==> src/rtl/rr_mux_select_arbiter.sv <==
// Round-robin arbiter driving the select pair of a 4:1 data mux.
// A grant is held until release, requester withdrawal or hold expiry, then a one-cycle gap follows.
module rr_mux_select_arbiter #(
    parameter int MAX_HOLD = 8,
    parameter int CNT_W    = 8
) (
    input  logic       clk,
    input  logic       rst,
    input  logic [3:0] req,
    input  logic       release_i,
    output logic       s0,
    output logic       s1,
    output logic [3:0] grant,
    output logic       gnt_valid,
    output logic       timeout
);

    localparam logic [1:0]       ST_IDLE   = 2'd0;
    localparam logic [1:0]       ST_GRANT  = 2'd1;
    localparam logic [1:0]       ST_GAP    = 2'd2;
    localparam logic [CNT_W-1:0] HOLD_LAST = CNT_W'(MAX_HOLD - 1);
    localparam logic [CNT_W-1:0] CNT_MAX   = {CNT_W{1'b1}};
    localparam logic             HOLD_EN   = (MAX_HOLD != 0) ? 1'b1 : 1'b0;

    logic [1:0]       state_r, state_s;
    logic [1:0]       last_ptr_r, last_ptr_s;
    logic [1:0]       sel_r, sel_s;
    logic [CNT_W-1:0] hold_cnt_r, hold_cnt_s;
    logic [3:0]       grant_r, grant_s;
    logic             gnt_valid_r, gnt_valid_s;
    logic             timeout_r, timeout_s;
    logic [1:0]       pick_s;
    logic             withdraw_s;
    logic             expire_s;

    // First requesting channel after the last winner, wrapping around.
    function automatic logic [1:0] rr_pick(input logic [3:0] r, input logic [1:0] last);
        logic [1:0] cand;
        logic       found;
        rr_pick = last;
        found   = 1'b0;
        for (int k = 1; k <= 4; k++) begin
            cand = last + 2'(k);
            if (!found && r[cand]) begin
                rr_pick = cand;
                found   = 1'b1;
            end
        end
    endfunction

    // Next-state and next-output computation for the arbiter FSM.
    always_comb begin
        state_s     = state_r;
        last_ptr_s  = last_ptr_r;
        sel_s       = sel_r;
        hold_cnt_s  = hold_cnt_r;
        grant_s     = grant_r;
        gnt_valid_s = gnt_valid_r;
        timeout_s   = 1'b0;
        pick_s      = rr_pick(req, last_ptr_r);
        withdraw_s  = ~req[sel_r];
        expire_s    = HOLD_EN && (hold_cnt_r == HOLD_LAST);
        case (state_r)
            ST_IDLE: begin
                if (|req) begin
                    state_s     = ST_GRANT;
                    sel_s       = pick_s;
                    grant_s     = 4'b0001 << pick_s;
                    gnt_valid_s = 1'b1;
                    last_ptr_s  = pick_s;
                    hold_cnt_s  = {CNT_W{1'b0}};
                end else begin
                    state_s     = ST_IDLE;
                    grant_s     = 4'b0000;
                    gnt_valid_s = 1'b0;
                end
            end
            ST_GRANT: begin
                if (release_i || withdraw_s || expire_s) begin
                    state_s     = ST_GAP;
                    grant_s     = 4'b0000;
                    gnt_valid_s = 1'b0;
                    timeout_s   = expire_s && !release_i && !withdraw_s;
                end else if (hold_cnt_r != CNT_MAX) begin
                    hold_cnt_s  = hold_cnt_r + CNT_W'(1);
                end else begin
                    hold_cnt_s  = hold_cnt_r;
                end
            end
            // Select lines keep the old index through the gap so the mux output does not glitch.
            ST_GAP: begin
                state_s     = ST_IDLE;
                grant_s     = 4'b0000;
                gnt_valid_s = 1'b0;
            end
            default: begin
                state_s     = ST_IDLE;
                grant_s     = 4'b0000;
                gnt_valid_s = 1'b0;
                hold_cnt_s  = {CNT_W{1'b0}};
            end
        endcase
    end

    // State and output registers; reset gives channel 0 first priority.
    always_ff @(posedge clk or posedge rst) begin
        if (rst) begin
            state_r     <= ST_IDLE;
            last_ptr_r  <= 2'd3;
            sel_r       <= 2'd0;
            hold_cnt_r  <= {CNT_W{1'b0}};
            grant_r     <= 4'b0000;
            gnt_valid_r <= 1'b0;
            timeout_r   <= 1'b0;
        end else begin
            state_r     <= state_s;
            last_ptr_r  <= last_ptr_s;
            sel_r       <= sel_s;
            hold_cnt_r  <= hold_cnt_s;
            grant_r     <= grant_s;
            gnt_valid_r <= gnt_valid_s;
            timeout_r   <= timeout_s;
        end
    end

    assign s0        = sel_r[0];
    assign s1        = sel_r[1];
    assign grant     = grant_r;
    assign gnt_valid = gnt_valid_r;
    assign timeout   = timeout_r;

endmodule

==> config.mk <==
export PLATFORM = sky130hd
export DESIGN_NAME = rr_mux_select_arbiter
export DESIGN_NICKNAME = d
export VERILOG_FILES = /design/src/rtl/rr_mux_select_arbiter.sv
export SDC_FILE = /design/constraint.sdc
export NUM_CORES = 1
export LEC_CHECK = 0
export CORE_ASPECT_RATIO = 1.1
export CORE_UTILIZATION = 50
export CTS_BUF_LIST = sky130_fd_sc_hd__clkbuf_16
export CTS_CLUSTER_DIAMETER = 120
export DETAILED_ROUTE_END_ITERATION = 12
export PLACE_DENSITY_LB_ADDON = 0.08
export SLEW_MARGIN = 20
export SYNTH_ARGS = -nofsm -noshare
export SYNTH_HDL_FRONTEND = slang
export SYNTH_SLANG_ARGS = --single-unit
==> constraint.sdc <==
create_clock -name clk -period 4.66 [get_ports clk]
set_input_delay 0.466 -clock clk [delete_from_list [all_inputs] [get_ports clk]]
set_output_delay 0.466 -clock clk [all_outputs]
set_load 0.01 [all_outputs]
# Yosys cells after proc, flatten, opt, wreduce, memory -nomap -nowiden
# Index checks and enable logic that the tools add are counted.
word_totals:
  ff_bits: 20
  latchBits: 0
  mem_bits_rw: 0
  romBits: 0
  output_inout_bits: 8
  mem_count: 0
op_classes:
  add_sub_neg: 4
  n_mul: 0
  n_div: 0
  order_cmp: 5
  n_eq_ne: 8
  n_shift: 1
  muxes: 32
  n_bitwise: 2
  n_reduce_logical: 15
ops:
  columns: ["op", "count"]
  rows:
  - ["8-bit 2-to-1 mux", 3]
  - ["8-bit one-hot mux with 3 select lines", 1]
  - ["2-bit by 3-bit < comparator with 1-bit output (second input constant)", 5]
  - ["1-bit 2-to-1 mux", 13]
  - ["1-bit binary-select mux with 2-bit select", 5]
  - ["2-bit 2-to-1 mux", 5]
  - ["8-bit by 1-bit adder with 8-bit output (second input constant)", 1]
  - ["8-bit by 3-bit == test with 1-bit output (second input constant)", 1]
  - ["4-bit 2-to-1 mux", 2]
  - ["2-bit inequality test (second input constant)", 4]
  - ["8-bit inequality test (second input constant)", 1]
  - ["4-bit one-hot mux with 2 select lines", 1]
  - ["1-bit logical AND", 5]
  - ["2-bit adder (second input constant)", 2]
  - ["1-bit zero test", 4]
  - ["2-bit one-hot mux with 2 select lines", 1]
  - ["4-bit AND reduction", 1]
  - ["4-bit OR reduction", 1]
  - ["1-bit by 2-bit left shift with 4-bit output (first input constant)", 1]
  - ["2-bit by 1-bit adder with 2-bit output (second input constant)", 1]
  - ["2-bit by 1-bit == test with 1-bit output (second input constant)", 1]
  - ["2-bit == test (second input constant)", 1]
  - ["2-bit zero test", 1]
  - ["1-bit logical OR", 2]
  - ["3 further kinds", 4]

# Depth between registers and ports, before layout
depth:
  depth_word: 16
  ltp_mapped: 7
  ltp_nobuf: 6

# Worst setup path before layout
# No wires, ideal clock.
synth_timing:
  path_kind: "flip-flop to flip-flop"
  start: "register hold_cnt_r[0]"
  end: "register hold_cnt_r[2]"
  setup_ns: 0.077
  arrival_time_ns: 1.673
  t_required_ns: 4.583
  path_slack_ns: 2.910
  path_stages_with_launch: 8
  n_path_buf: 1
  synth_period_minus_slack_ns: 1.750
  path_cell_list: "dfrtp_1 > ha_1 > nand2_1 > nor3_2 > o21ba_1 > buf_6 > or4_1 > a21oi_1"
synth_between:
  elab_chain_cells: 4
  word_cells_on_any_way: 10
  classes_between: "add/sub: 1; eq/ne: 4; mux: 3; reduce/logical: 2"
synth_rtl:
  columns: ["item", "line", "source"]
  rows:
  - ["start: declaration", "28", "logic [CNT_W-1:0] hold_cnt_r, hold_cnt_s;"]
  - ["start signal: assignment", "111", "hold_cnt_r <= {CNT_W{1'b0}};"]
  - ["start signal: assignment", "119", "hold_cnt_r <= hold_cnt_s;"]
  - ["8-bit by 1-bit adder with 8-bit output or 8-bit by 3-bit == test with 1-bit output (tied branches)", "85, 62", null]
  - ["8-bit 2-to-1 mux or 1-bit logical OR (tied branches)", "84, 79", null]
  - ["8-bit 2-to-1 mux or 2-bit inequality test (tied branches)", null, null]
  - ["8-bit one-hot mux with 3 select lines or 4-bit AND reduction (tied branches)", null, null]
# Several ways; a longest one is shown, not always the timed one. The select of a mux whose other input is x is not followed.
# A chain may end at the register's enable or synchronous reset.

# Worst setup path in the final report
layout_timing:
  start: "input port req[3]"
  end: "register hold_cnt_r[5]"
layout_between:
  elab_chain_cells: 7
  word_cells_on_any_way: 9
  classes_between: "eq/ne: 2; mux: 2; bitwise: 1; reduce/logical: 4"
layout_rtl:
  columns: ["item", "line", "source"]
  rows:
  - ["start: declaration", "9", "input logic [3:0] req,"]
  - ["1-bit binary-select mux with 2-bit select", "61", "withdraw_s = ~req[sel_r];"]
  - ["1-bit 2-to-1 mux (not written as such)", "61", null]
  - ["1-bit inverter", "61", null]
  - ["1-bit logical OR (2 in series)", "79", "if (release_i || withdraw_s || expire_s) begin"]
  - ["2-bit inequality test (no line)", null, null]
  - ["4-bit AND reduction (no line) *", null, null]
# Every way passes the cells marked *; elsewhere a longest branch is shown, timed or not. The select of a mux whose other input is x is not followed.

==> impl_metrics.yaml <==
run_status:
  status: "complete, no violations"
routing:
  drt-pass1-iter-count: 4
  vias: 874
  remaining_drc_errors: 0
  detail-route-antenna-nets: 0
  drt_first_iter_violations: 14
  vias_per_cell: 5.75
  wl_per_cell_um: 14.0
  drt_total_wl_mm: 2.13
synth:
  synth_cell_types: 35
  synth.net_count: 117
  syn_inst: 109
  synth_seq_cells: 19
  postSynth.asyncResetShare_pct: 100
  ys_dominant_reg_cell: "sky130_fd_sc_hd__dfrtp_1"
  ys_warn_count: 0
  yosysSeqAreaShare_pct: 46.8
  synth_area_per_cell_um2: 9.37
  syn_area_um2: 1020
  number_of_synthesized_flops_with_an_enable_pin: 0
die:
  chip_height_um: 49.4
  die_width_um: 45.1
  placement_rows: 16
  die_area_um2: 2230
  start_util_pct: 55.4
  design.core.area_um2: 1840
  pin_count: 15
worst_setup_path:
  cp_startpoint_kind: "input pin"
  critPathSlowestCell: "sky130_fd_sc_hd__clkdlybuf4s50_1"
  cpPeakStageDelay_ps: 490
  worst-setup-path-type: "in -> reg"
  timing.critical_path.to_type: "flop"
  critical_path_required_ps: 4780
  crit_buf_inv: 1
  critPathTopFamily: "simple AND/OR/NAND/NOR gates"
  timing.critical_path.arrival_ps: 2300
  crit_path_cell_trace: "clkdlybuf4s50_1, nor4_1, nor2_2, nor2_1, nor4_1, mux2i_1"
  timing.critical_path.fanout_max: 10
  cp_common_cell: "sky130_fd_sc_hd__nor4_1"
place:
  gp_congestion: 0.795
  port-buffer-count: 14
  post-place-cells: 148
  place.detailed.hpwl_mm: 1.55
power:
  power_leakage_nw: 0.544
  p_per_area_nw_per_um2: 583
  max-vdd-ir-drop_mv: 0.298
  report.power.total_mw: 0.734
grt:
  grt_start_max_net_pins: 20
  first_global_vias: 846
  grt-ovfl-total: 0
  antenna_found_initial: 0
  track_usage_pct: 21.0
  global_route_wire_length_before_repair_mm: 3.47
clock_network:
  cts.sink_count: 19
  post_cts.repair.setup_buffers: 0
  cts-buffers-inserted: 3
  clock_latency_ps: 250
  holdBufCountCts: 0
  clock_tree.buffer_depth: 2
  post_cts_resize_count: 0
  path_clk_slew_ps: 50
  cts_tree: "yes"
  ctsRootBufferMaster: "sky130_fd_sc_hd__clkbuf_16"
  cts_max_level: 1
timing:
  timing.final.crit_period_ps: 2180
  rsz0062_at_grt: "false"
  final-hold-violation-count: 0
  setup_viol: 0
  finalClockSkew_ps: 2.43
  max_slew.worst_pin.slew_ps: 791
  crit_share_post_route_pct: 46.7
  finalMaxSlewViolations: 0
  clock.fmax_mhz: 459
  slew-limit-headroom_pct: 46.8
  setup-tns-final_ps: 0
run:
  maxCapViolCount: 0
cells_and_area:
  antenna_cells_inserted: 0
  num-nets-final: 134
  layout.cells.non_filler: 152
  finalCoreUtilization_pct: 68.4
  layout.filler_cells: 169
  areaGrowthSynthToFinish_pct: 23.4
  most-common-layout-cells: "sky130_fd_sc_hd__nand2_1, sky130_fd_sc_hd__dfrtp_1, sky130_fd_sc_hd__clkdlybuf4s50_1"
  final_layout_size_suffix_gt1_share_pct: 8.00
hold_path:
  type_of_the_tightest_min_delay_check: "reg -> reg"
## stage by stage
stage,area (µm²),worst slack (ps),hold slack (ps)
final,1260,2480,482
after global routing,1260,2330,509
after CTS,1260,2470,490
after detailed placement,1180,2250,478
after global placement,1180,2310,463
after floorplan,1020,2910,416
## tightest hold or removal path, delay by kind of cell, from the launching register on
family | cells | cell delay, ps
DFF | 1 | 340
and+or+nand+nor | 1 | 50
AOI/OAI and AO/OA | 1 | 60
## metal layers
metal / vias up / wire length [µm] / share of wire, % / track usage (%)
met5: - / 0 / 0 / 0
met4: 0 / 7 / 0.33 / 6.06
met3: 2 / 38 / 1.8 / 3.33
met2: 8 / 1190 / 56 / 39.4
met1: 436 / 901 / 42 / 23.1
li1: 428 / - / - / -
## worst paths after layout
kind,start,to,slack [ps],cells after the start
setup / recovery,req[3],hold_cnt_r[5]$_DFFE_PP0P_,2480,6
hold / removal,grant[1]$_DFFE_PP0P_,grant[1]$_DFFE_PP0P_,480,2
setup reg to reg,hold_cnt_r[0]$_DFFE_PP0P_,hold_cnt_r[5]$_DFFE_PP0P_,2690,6
hold reg to reg,grant[1]$_DFFE_PP0P_,grant[1]$_DFFE_PP0P_,480,2
max in group asynchronous,rst,sel_r[1]$_DFFE_PP0P_,3560,2
min in group asynchronous,rst,grant[1]$_DFFE_PP0P_,650,2
## report_power, final
group | switching [mW] | total [mW] | internal [mW]
clock | 0.0577 | 0.173 | 0.115
combinational | 0.171 | 0.304 | 0.133
sequential | 0.0427 | 0.258 | 0.215
## layout make-up
cell class | count | area (µm²) | share of cell area, %
clock buffer | 3 | 75.1 | 5.96
inverter | 8 | 30.0 | 2.38
multi-input combinational | 80 | 498 | 39.5
sequential | 19 | 478 | 37.9
clock inverter | 1 | 5.00 | 0.397
timing repair buffer | 14 | 140 | 11.1
tap | 27 | 33.8 | 2.68
## synthesized netlist by cell type (all sizes together), types with 2 or more instances
cell type	number	share of area [%]
dfstp	2	5.1
mux2	2	2.2
o21ai	4	2.0
nor2b	2	1.2
dfrtp	17	42
or2	6	3.7
nor2	7	2.8
a21oi	7	3.4
or4	4	2.9
nor3	3	2.0
o31ai	4	2.9
nor4	3	1.8
inv	8	2.9
nand2	17	6.2
nand2b	3	1.8
a22o	2	1.7
nand4	2	1.2
mux2i	3	2.9
## logic make-up after synthesis
family | synth area share, %
flip-flops | 46.8
AND/OR/NAND/NOR | 25.0
buffers and inverters | 4.41
adder cells (fa/ha/maj) | 1.23
multiplexers | 5.15
AO/OA/AOI/OAI | 17.4
## state kept, by name, indices dropped and copies added, names as in the netlist
signal / flops
hold_cnt_r: 8
grant: 4
last_ptr_r: 2
sel_r: 2
gnt_valid: 1
state_r: 1
timeout: 1
Power figures use the tool's default switching activity.
